$ cat config.mk
export PLATFORM = sky130hd
export DESIGN_NAME = seg_display_arbiter
export DESIGN_NICKNAME = d
export VERILOG_FILES = /design/src/rtl/seg_display_arbiter_pkg.sv /design/src/rtl/seg_display_arbiter_seg7_decode.sv /design/src/rtl/seg_display_arbiter.sv
export SDC_FILE = /design/constraint.sdc
export NUM_CORES = 1
export LEC_CHECK = 0
export CAP_MARGIN = 20
export CORE_MARGIN = 3
export CORE_UTILIZATION = 25
export CTS_CLUSTER_DIAMETER = 60
export DETAILED_ROUTE_END_ITERATION = 10
export GPL_TIMING_DRIVEN = 0
export PLACE_DENSITY = 0.5
export REMOVE_ABC_BUFFERS = 1
export SYNTH_ARGS = -nofsm -noshare
export SYNTH_HDL_FRONTEND = slang
export SYNTH_HIERARCHICAL = 1
export SYNTH_SLANG_ARGS = --single-unit
$ cat constraint.sdc
create_clock -name clk -period 6.9 [get_ports clk]
set_input_delay 2.07 -clock clk [delete_from_list [all_inputs] [get_ports clk]]
set_output_delay 2.07 -clock clk [all_outputs]
set_load 0.005 [all_outputs]
$ cat src/rtl/seg_display_arbiter_pkg.sv
// Shared constants for the seven-segment display arbiter: source indices,
// arbitration state encodings, nibble codes and segment glyphs.
package seg_display_arbiter_pkg;

    localparam int unsigned NUM_SRC = 3;

    localparam int unsigned SRC_TIME  = 0;
    localparam int unsigned SRC_SW    = 1;
    localparam int unsigned SRC_ALERT = 2;

    // Encodings equal the source index so the state drives owner directly.
    typedef enum logic [1:0] {
        StShowTime  = 2'd0,
        StShowSw    = 2'd1,
        StShowAlert = 2'd2
    } state_e;

    localparam logic [3:0] NIB_DASH  = 4'hA;
    localparam logic [3:0] NIB_BLANK = 4'hF;

    localparam logic [7:0] GLYPH_0     = 8'hFC;
    localparam logic [7:0] GLYPH_1     = 8'h60;
    localparam logic [7:0] GLYPH_2     = 8'hDA;
    localparam logic [7:0] GLYPH_3     = 8'hF2;
    localparam logic [7:0] GLYPH_4     = 8'h66;
    localparam logic [7:0] GLYPH_5     = 8'hB6;
    localparam logic [7:0] GLYPH_6     = 8'hBE;
    localparam logic [7:0] GLYPH_7     = 8'hE0;
    localparam logic [7:0] GLYPH_8     = 8'hFE;
    localparam logic [7:0] GLYPH_9     = 8'hF6;
    localparam logic [7:0] GLYPH_DASH  = 8'h02;
    localparam logic [7:0] GLYPH_BLANK = 8'h00;

endpackage

$ cat src/rtl/seg_display_arbiter_seg7_decode.sv
// Combinational nibble to seven-segment decoder {a,b,c,d,e,f,g,dp}, active-high.
// 0xB..0xF decode to blank.
module seg7_decode
    import seg_display_arbiter_pkg::*;
(
    input  logic [3:0] nibble_i,
    output logic [7:0] seg_o
);

    always_comb begin
        seg_o = GLYPH_BLANK;
        case (nibble_i)
            4'h0:     seg_o = GLYPH_0;
            4'h1:     seg_o = GLYPH_1;
            4'h2:     seg_o = GLYPH_2;
            4'h3:     seg_o = GLYPH_3;
            4'h4:     seg_o = GLYPH_4;
            4'h5:     seg_o = GLYPH_5;
            4'h6:     seg_o = GLYPH_6;
            4'h7:     seg_o = GLYPH_7;
            4'h8:     seg_o = GLYPH_8;
            4'h9:     seg_o = GLYPH_9;
            NIB_DASH: seg_o = GLYPH_DASH;
            default:  seg_o = GLYPH_BLANK;
        endcase
    end

endmodule

$ cat src/rtl/seg_display_arbiter.sv
// Shares an 8-digit seven-segment display between time, stopwatch and alert
// sources: digit scan, frame-boundary priority arbitration and blink masking.
module seg_display_arbiter
    import seg_display_arbiter_pkg::*;
#(
    parameter int unsigned SCAN_DIV         = 100_000,
    parameter int unsigned BLINK_HALF       = 50_000_000,
    parameter int unsigned ALERT_MIN_FRAMES = 250
) (
    input  logic        clk,
    input  logic        rst,
    input  logic [2:0]  req_i,
    input  logic [95:0] digits_i,
    input  logic [23:0] blink_i,
    output logic [7:0]  seg_data_o,
    output logic [7:0]  seg_which_o,
    output logic [1:0]  owner_o,
    output logic [2:0]  grant_o
);

    localparam int unsigned DivW   = (SCAN_DIV > 1) ? $clog2(SCAN_DIV) : 1;
    localparam int unsigned BlinkW = (BLINK_HALF > 1) ? $clog2(BLINK_HALF) : 1;
    localparam int unsigned HoldW  = $clog2(ALERT_MIN_FRAMES + 1);

    logic [DivW-1:0]   div_q, div_d;
    logic [2:0]        slot_q, slot_d;
    logic [BlinkW-1:0] bcnt_q, bcnt_d;
    logic              phase_q, phase_d;
    logic              started_q, started_d;
    logic [HoldW-1:0]  hold_q, hold_d;
    state_e            state_q, state_d;
    logic [2:0]        grant_q, grant_d;
    logic [7:0]        seg_which_q, seg_which_d;
    logic [7:0]        seg_data_q, seg_data_d;

    logic        tick;
    logic        frame_end;
    logic [31:0] src_digits;
    logic [7:0]  src_blink;
    logic [3:0]  cur_nib;
    logic [7:0]  cur_glyph;

    assign tick      = (div_q == DivW'(SCAN_DIV - 1));
    assign frame_end = tick && (slot_q == 3'd7);

    always_comb begin
        div_d     = tick ? '0 : div_q + 1'b1;
        slot_d    = tick ? slot_q + 3'd1 : slot_q;
        started_d = started_q | tick;
        if (bcnt_q == BlinkW'(BLINK_HALF - 1)) begin
            bcnt_d  = '0;
            phase_d = ~phase_q;
        end else begin
            bcnt_d  = bcnt_q + 1'b1;
            phase_d = phase_q;
        end
    end

    // Hold count is decremented before the exit test, so the alert owns the
    // display for exactly ALERT_MIN_FRAMES frames after being granted.
    always_comb begin
        state_d = state_q;
        hold_d  = hold_q;
        if (frame_end) begin
            case (state_q)
                StShowAlert: begin
                    hold_d = (hold_q != '0) ? hold_q - 1'b1 : '0;
                    if (hold_d == '0 && !req_i[SRC_ALERT]) begin
                        state_d = req_i[SRC_SW] ? StShowSw : StShowTime;
                    end
                end
                default: begin
                    if (req_i[SRC_ALERT]) begin
                        state_d = StShowAlert;
                        hold_d  = HoldW'(ALERT_MIN_FRAMES);
                    end else if (req_i[SRC_SW]) begin
                        state_d = StShowSw;
                    end else begin
                        state_d = StShowTime;
                    end
                end
            endcase
        end
        grant_d = (state_d != state_q) ? (3'b001 << state_d) : 3'b000;
    end

    always_comb begin
        src_digits = digits_i[31:0];
        src_blink  = blink_i[7:0];
        case (state_q)
            StShowSw: begin
                src_digits = digits_i[63:32];
                src_blink  = blink_i[15:8];
            end
            StShowAlert: begin
                src_digits = digits_i[95:64];
                src_blink  = blink_i[23:16];
            end
            default: ;
        endcase
    end

    assign cur_nib = src_digits[{slot_q, 2'b00} +: 4];

    seg7_decode u_seg7_decode (
        .nibble_i (cur_nib),
        .seg_o    (cur_glyph)
    );

    // Outputs stay dark until the scan has produced its first tick.
    always_comb begin
        seg_which_d = 8'h00;
        seg_data_d  = 8'h00;
        if (started_q) begin
            seg_data_d = cur_glyph;
            if (!(phase_q && src_blink[slot_q])) begin
                seg_which_d = 8'h80 >> slot_q;
            end
        end
    end

    always_ff @(posedge clk) begin
        if (!rst) begin
            div_q       <= '0;
            slot_q      <= '0;
            bcnt_q      <= '0;
            phase_q     <= 1'b0;
            started_q   <= 1'b0;
            hold_q      <= '0;
            state_q     <= StShowTime;
            grant_q     <= 3'b000;
            seg_which_q <= 8'h00;
            seg_data_q  <= 8'h00;
        end else begin
            div_q       <= div_d;
            slot_q      <= slot_d;
            bcnt_q      <= bcnt_d;
            phase_q     <= phase_d;
            started_q   <= started_d;
            hold_q      <= hold_d;
            state_q     <= state_d;
            grant_q     <= grant_d;
            seg_which_q <= seg_which_d;
            seg_data_q  <= seg_data_d;
        end
    end

    assign seg_which_o = seg_which_q;
    assign seg_data_o  = seg_data_q;
    assign owner_o     = state_q;
    assign grant_o     = grant_q;

endmodule

==> results by stage <==
Pwr:
- The worst-case IR drop observed on VDD is between 80 and 90 uV.
- Sequential cells account for about two fifths of the total power.
- For this design the ratio of total power to cell area is 167 mW/mm2.
- Combinational logic burns 10.3% of the power.
- Of the total power, the share spent switching nets is 20.0%.
- The overall power of the completed layout is 1.10 mW.
- Summed over all cells, the static leakage comes to 2.35 nW.
- Per report_power, the clock group accounts for 48.8% of the total.
- The internal cell power is 879 uW.
- The net switching power is 220 uW.

Status:
- The run finished with clean final reports.

Logic synthesis:
- Synthesis inferred just under 80 register bits.
- The top-area cell type share of the netlist area is 33.3%.
- The synthesized design spends more area on one cell type than any other, namely dfxtp_1.
- In the synthesized netlist the async set-or-reset flop fraction comes to 0%.
- The portion of synthesized area spent on multiplexers is approximately 9.9%.
- A synthesized cell averages 8.82 um2.
- The sequential element share of the synthesized area is roughly a third.
- The simple-gate share of the synthesized area is 23.6%.
- Yosys attributes the largest share of cell area to dfxtp_1, mux4_2, nor2_1.
- The main flop type after synthesis is dfxtp_1.
- The area share of fa/ha/maj cells after synthesis is under 10%.
- The xor and xnor area share after synthesis is 7.95%.
- Summing every instance area after synthesis gives 0.00463 mm2.
- Summing the areas of all compound-gate instances in the mapped netlist gives 16.1% of the synthesized area.
- Synthesis produced 525 cells.
- The number of synthesized flops with an enable pin is 0.
- Counting distinct cell types in the post-synthesis netlist gives 56.
- After synthesis, the largest family of logic cells by area is simple AND/OR/NAND/NOR gates.
- The number of warning messages in the yosys log is 6.

STA:
- The transition time at the pin with the least slew margin is 928 ps.
- The final critical path takes up 63.3% of the cycle.
- The post-layout minimum cycle time is 4360 ps.
- The number of endpoints with negative hold slack in the final report was 0.
- In the final timing run, aggregate negative setup slack is 0 ps.
- The final number of max-transition violations is 0.
- Setup repair after global routing left no endpoint under its margin.
- The final clock skew is 10.5 ps.
- The timing-limited maximum frequency is roughly 0.23 GHz.
- In this run the tightest slew margin relative to its limit is 38.1%.
- The number of setup violations in the final report is 0.

Routing:
- The overall via count from detail_route is about 4300.
- The count of unresolved DRC violations after routing is 0.
- The detail route stage leaves a number of antenna-violating nets equal to 0.
- Summed over all layers, the routed wires come to 13000 um.
- The average wire per standard cell is 14.6 um.
- The first detailed-routing pass took 4 iterations.
- The iteration-0 DRC count of the detailed router is 243.
- After detailed routing, the number of vias per cell comes to 4.81.

Clocking:
- The clock tree synthesis step divided the H-tree into 3 levels.
- Counting every sink on the clock net gives 77.
- After clock tree synthesis, the clock-pin slew on the worst setup and hold paths is 50 ps.
- The buffer levels on the longest clock path is 2.
- The cell chosen for the clock root is clkbuf_16.
- In this run the post-CTS setup repair buffer count came out at 0.
- TritonCTS created 9 clock buffers.
- The number of gates resized after CTS was 0.
- Clock latency on the worst-skew pair, taken at its later pin, is 340 ps.
- Hold repair after CTS inserted 0 buffers.
- TritonCTS built the clock tree.

Critical path:
- Counting stages on the worst path, the most repeated cell is mux4_2.
- The largest stage delay on the critical path is 600 ps.
- The top fanout value on the critical path is 7.
- The count of buffer and inverter cells on the critical path is 2.
- The category of cells accounting for the largest share of critical-path delay is multiplexers.
- STA classifies the critical path startpoint as a primary input.
- Data on the critical path arrives at its endpoint at 4590 ps.
- The setup path with the least slack is of type in -> reg.
- The kind of capture point of the worst setup path is a flop.
- The critical path goes through clkdlybuf4s50_1 -> a22o_1 -> mux4_2 -> mux4_2 -> inv_1 -> ha_1 -> nor2_1 -> a21oi_1 -> o22ai_1 -> and3_1.
- Among all stages on the critical path, the largest delay is contributed by mux4_2.
- The data required time of the critical path is ~7100 ps.

Finish:
- The filler cells instantiated in the layout total 1793.
- In the final layout, the share of cells above drive strength 1 is 7.91%.
- The count of non-filler cells in the finished layout is 886.
- 0 antenna diodes ended up in the layout.
- The synthesis-to-finish area growth is 42.2%.
- The net count of the finished layout is just under 800.

Die:
- The die boundary width is about 140 um.
- The core region is 0.0181 mm2.
- The height of the die is 142 um.
- Pin placement for this block handled 146 I/O pins.
- Once the floorplan was initialized, standard cells occupied 25.6% of the core.
- Row generation in the floorplan step produced 49 rows.
- The die covers 0.0202 mm2.

Placement:
- The cell count after placement is 869.
- Buffers placed on the I/O ports in this run total 144.
- The wire-length estimate of the detail-placed layout is approximately 10000 um.
- The final weighted congestion in routability-driven placement is 0.786.

Global routing:
- Entering global routing, the biggest net connects 49 pins.
- After global routing the overflow that remains totals 0.
- The number of global-route vias before repair came to 4376.
- The initial antenna violation count came to 0.
- The global-route total usage across every layer is between 10% and 20%.
- The first global-routing pass estimated approximately 21000 um of wire.

Min path:
- The tightest min-delay check is of the reg -> reg type.

Run:
- The max-cap violation count is 0.
cell usage in the layout, fill, tap and decap left out, types with 3 or more instances in the layout:
| master | n |
|---|---|
| nor4b_1 | 3 |
| and3_1 | 20 |
| inv_1 | 15 |
| xor2_1 | 21 |
| nor3_1 | 10 |
| o21ai_0 | 19 |
| ha_1 | 14 |
| nor2_1 | 85 |
| nand3_1 | 25 |
| nand2b_1 | 3 |
| a211oi_1 | 6 |
| xnor2_1 | 21 |
| bufinv_16 | 3 |
| nor2b_1 | 4 |
| and4_1 | 4 |
| clkdlybuf4s50_1 | 144 |
| o21ai_1 | 4 |
| dfxtp_1 | 77 |
| nand2_1 | 26 |
| o22ai_1 | 3 |
| and2_1 | 10 |
| a22o_1 | 24 |
| a31oi_1 | 5 |
| a21oi_1 | 20 |
| a22oi_1 | 16 |
| nand4_1 | 8 |
| mux4_2 | 18 |
| clkbuf_16 | 9 |
cell families (layout without fill, tap and decap cells):
group,Yosys count,in the layout
AOI/OAI and AO/OA,106,106
xor gates and xnor gates,42,42
adders and majority gates,16,16
buffers and inverters,46,178
DFF,77,77
muxes,22,22
other,1,1
and+or+nand+nor,215,215
path summary, 6_finish.rpt:
check | start | end | slack [ps] | depth (start not counted)
hold reg to reg | div_q[0] | div_q[0] | 440 | 1
hold / removal | div_q[0] | div_q[0] | 440 | 1
setup / recovery | digits_i[93] | seg_data_o[7] | 2540 | 10
setup reg to reg | owner_o[0] | seg_data_o[7] | 3570 | 11
power groups by stage:
| stage | sequential (mW) | clock, mW | combinational (mW) |
|---|---|---|---|
| after floorplan | 0.459 | 0 | 0.0307 |
| after global placement | 0.460 | 0 | 0.111 |
| after detailed placement | 0.460 | 0 | 0.113 |
| after CTS | 0.450 | 0.551 | 0.113 |
| after global routing | 0.450 | 0.573 | 0.121 |
| final | 0.450 | 0.536 | 0.113 |
stage by stage:
| stage | util, % | setup WS (ps) | hold slack, ps | area, um2 |
|---|---|---|---|---|
| after floorplan | - | 2820 | 413 | 4470 |
| final | 36.4 | 2540 | 443 | 6580 |
| after global placement | 34.3 | 2240 | 425 | 6200 |
| after global routing | 36.4 | 2380 | 467 | 6580 |
| after CTS | 36.3 | 2550 | 446 | 6570 |
| after detailed placement | 34.5 | 2190 | 434 | 6230 |
state kept, by name, indices dropped and copies added, names as in the netlist:
register     cells
bcnt_q          26
div_q           17
grant_o          3
hold_q           8
owner_o          2
phase_q          1
seg_data_o       8
seg_which_o      8
slot_q           3
started_q        1
layer usage:
layer / share of wire [%] / GRT usage (%) / wire length (um)
met2: 49 / 22.6 / 6360
met1: 42 / 14.7 / 5480
met3: 6.9 / 4.20 / 895
met5: 0 / 0 / 0
met4: 1.8 / 4.19 / 236
worst register-to-register path, delay by kind of cell (launching register included):
kind                     cells  cell delay, ps
AND/OR/NAND/NOR              2             230
flip-flops                   1             370
adder cells (fa/ha/maj)      2             660
multiplexers                 2            1030
buffers and inverters        2             300
AO/OA/AOI/OAI                3             620
area by class of cell:
cell class              instances  area (um2)  share of cell area, %
clock inverters                 6         111                   1.69
clock buffers                  10         229                   3.48
inverters                      16        60.1                  0.913
flip-flops and latches         77        1540                   23.4
repair buffers                146        1480                   22.4
multi-input cells             402        2880                   43.7
well taps                     229         287                   4.35
cell usage after synthesis, types with 2 or more instances:
master     n
xnor2_1   21
nor3b_1    2
mux4_2    18
and2_1    10
nand3b_1   2
o221a_2    2
buf_4      3
mux2i_1    2
a22oi_1   16
nor2b_1    4
and4_1     4
buf_6      3
nand2b_1   3
a21oi_1   20
o21ai_0   19
ha_1      16
nor4b_1    3
nand3_1   25
inv_1     15
o21ai_1    4
nor2_1    85
xor2_1    21
nand2_1   26
dfxtp_1   77
o22ai_1    3
and3_1    20
buf_2      8
a31oi_1    5
a22o_1    24
nor4_2     2
nor3_1    10
nor4_1     2
a211oi_1   6
nand4_1    8
clkbuf_1  15
Power figures use the tool's default switching activity.
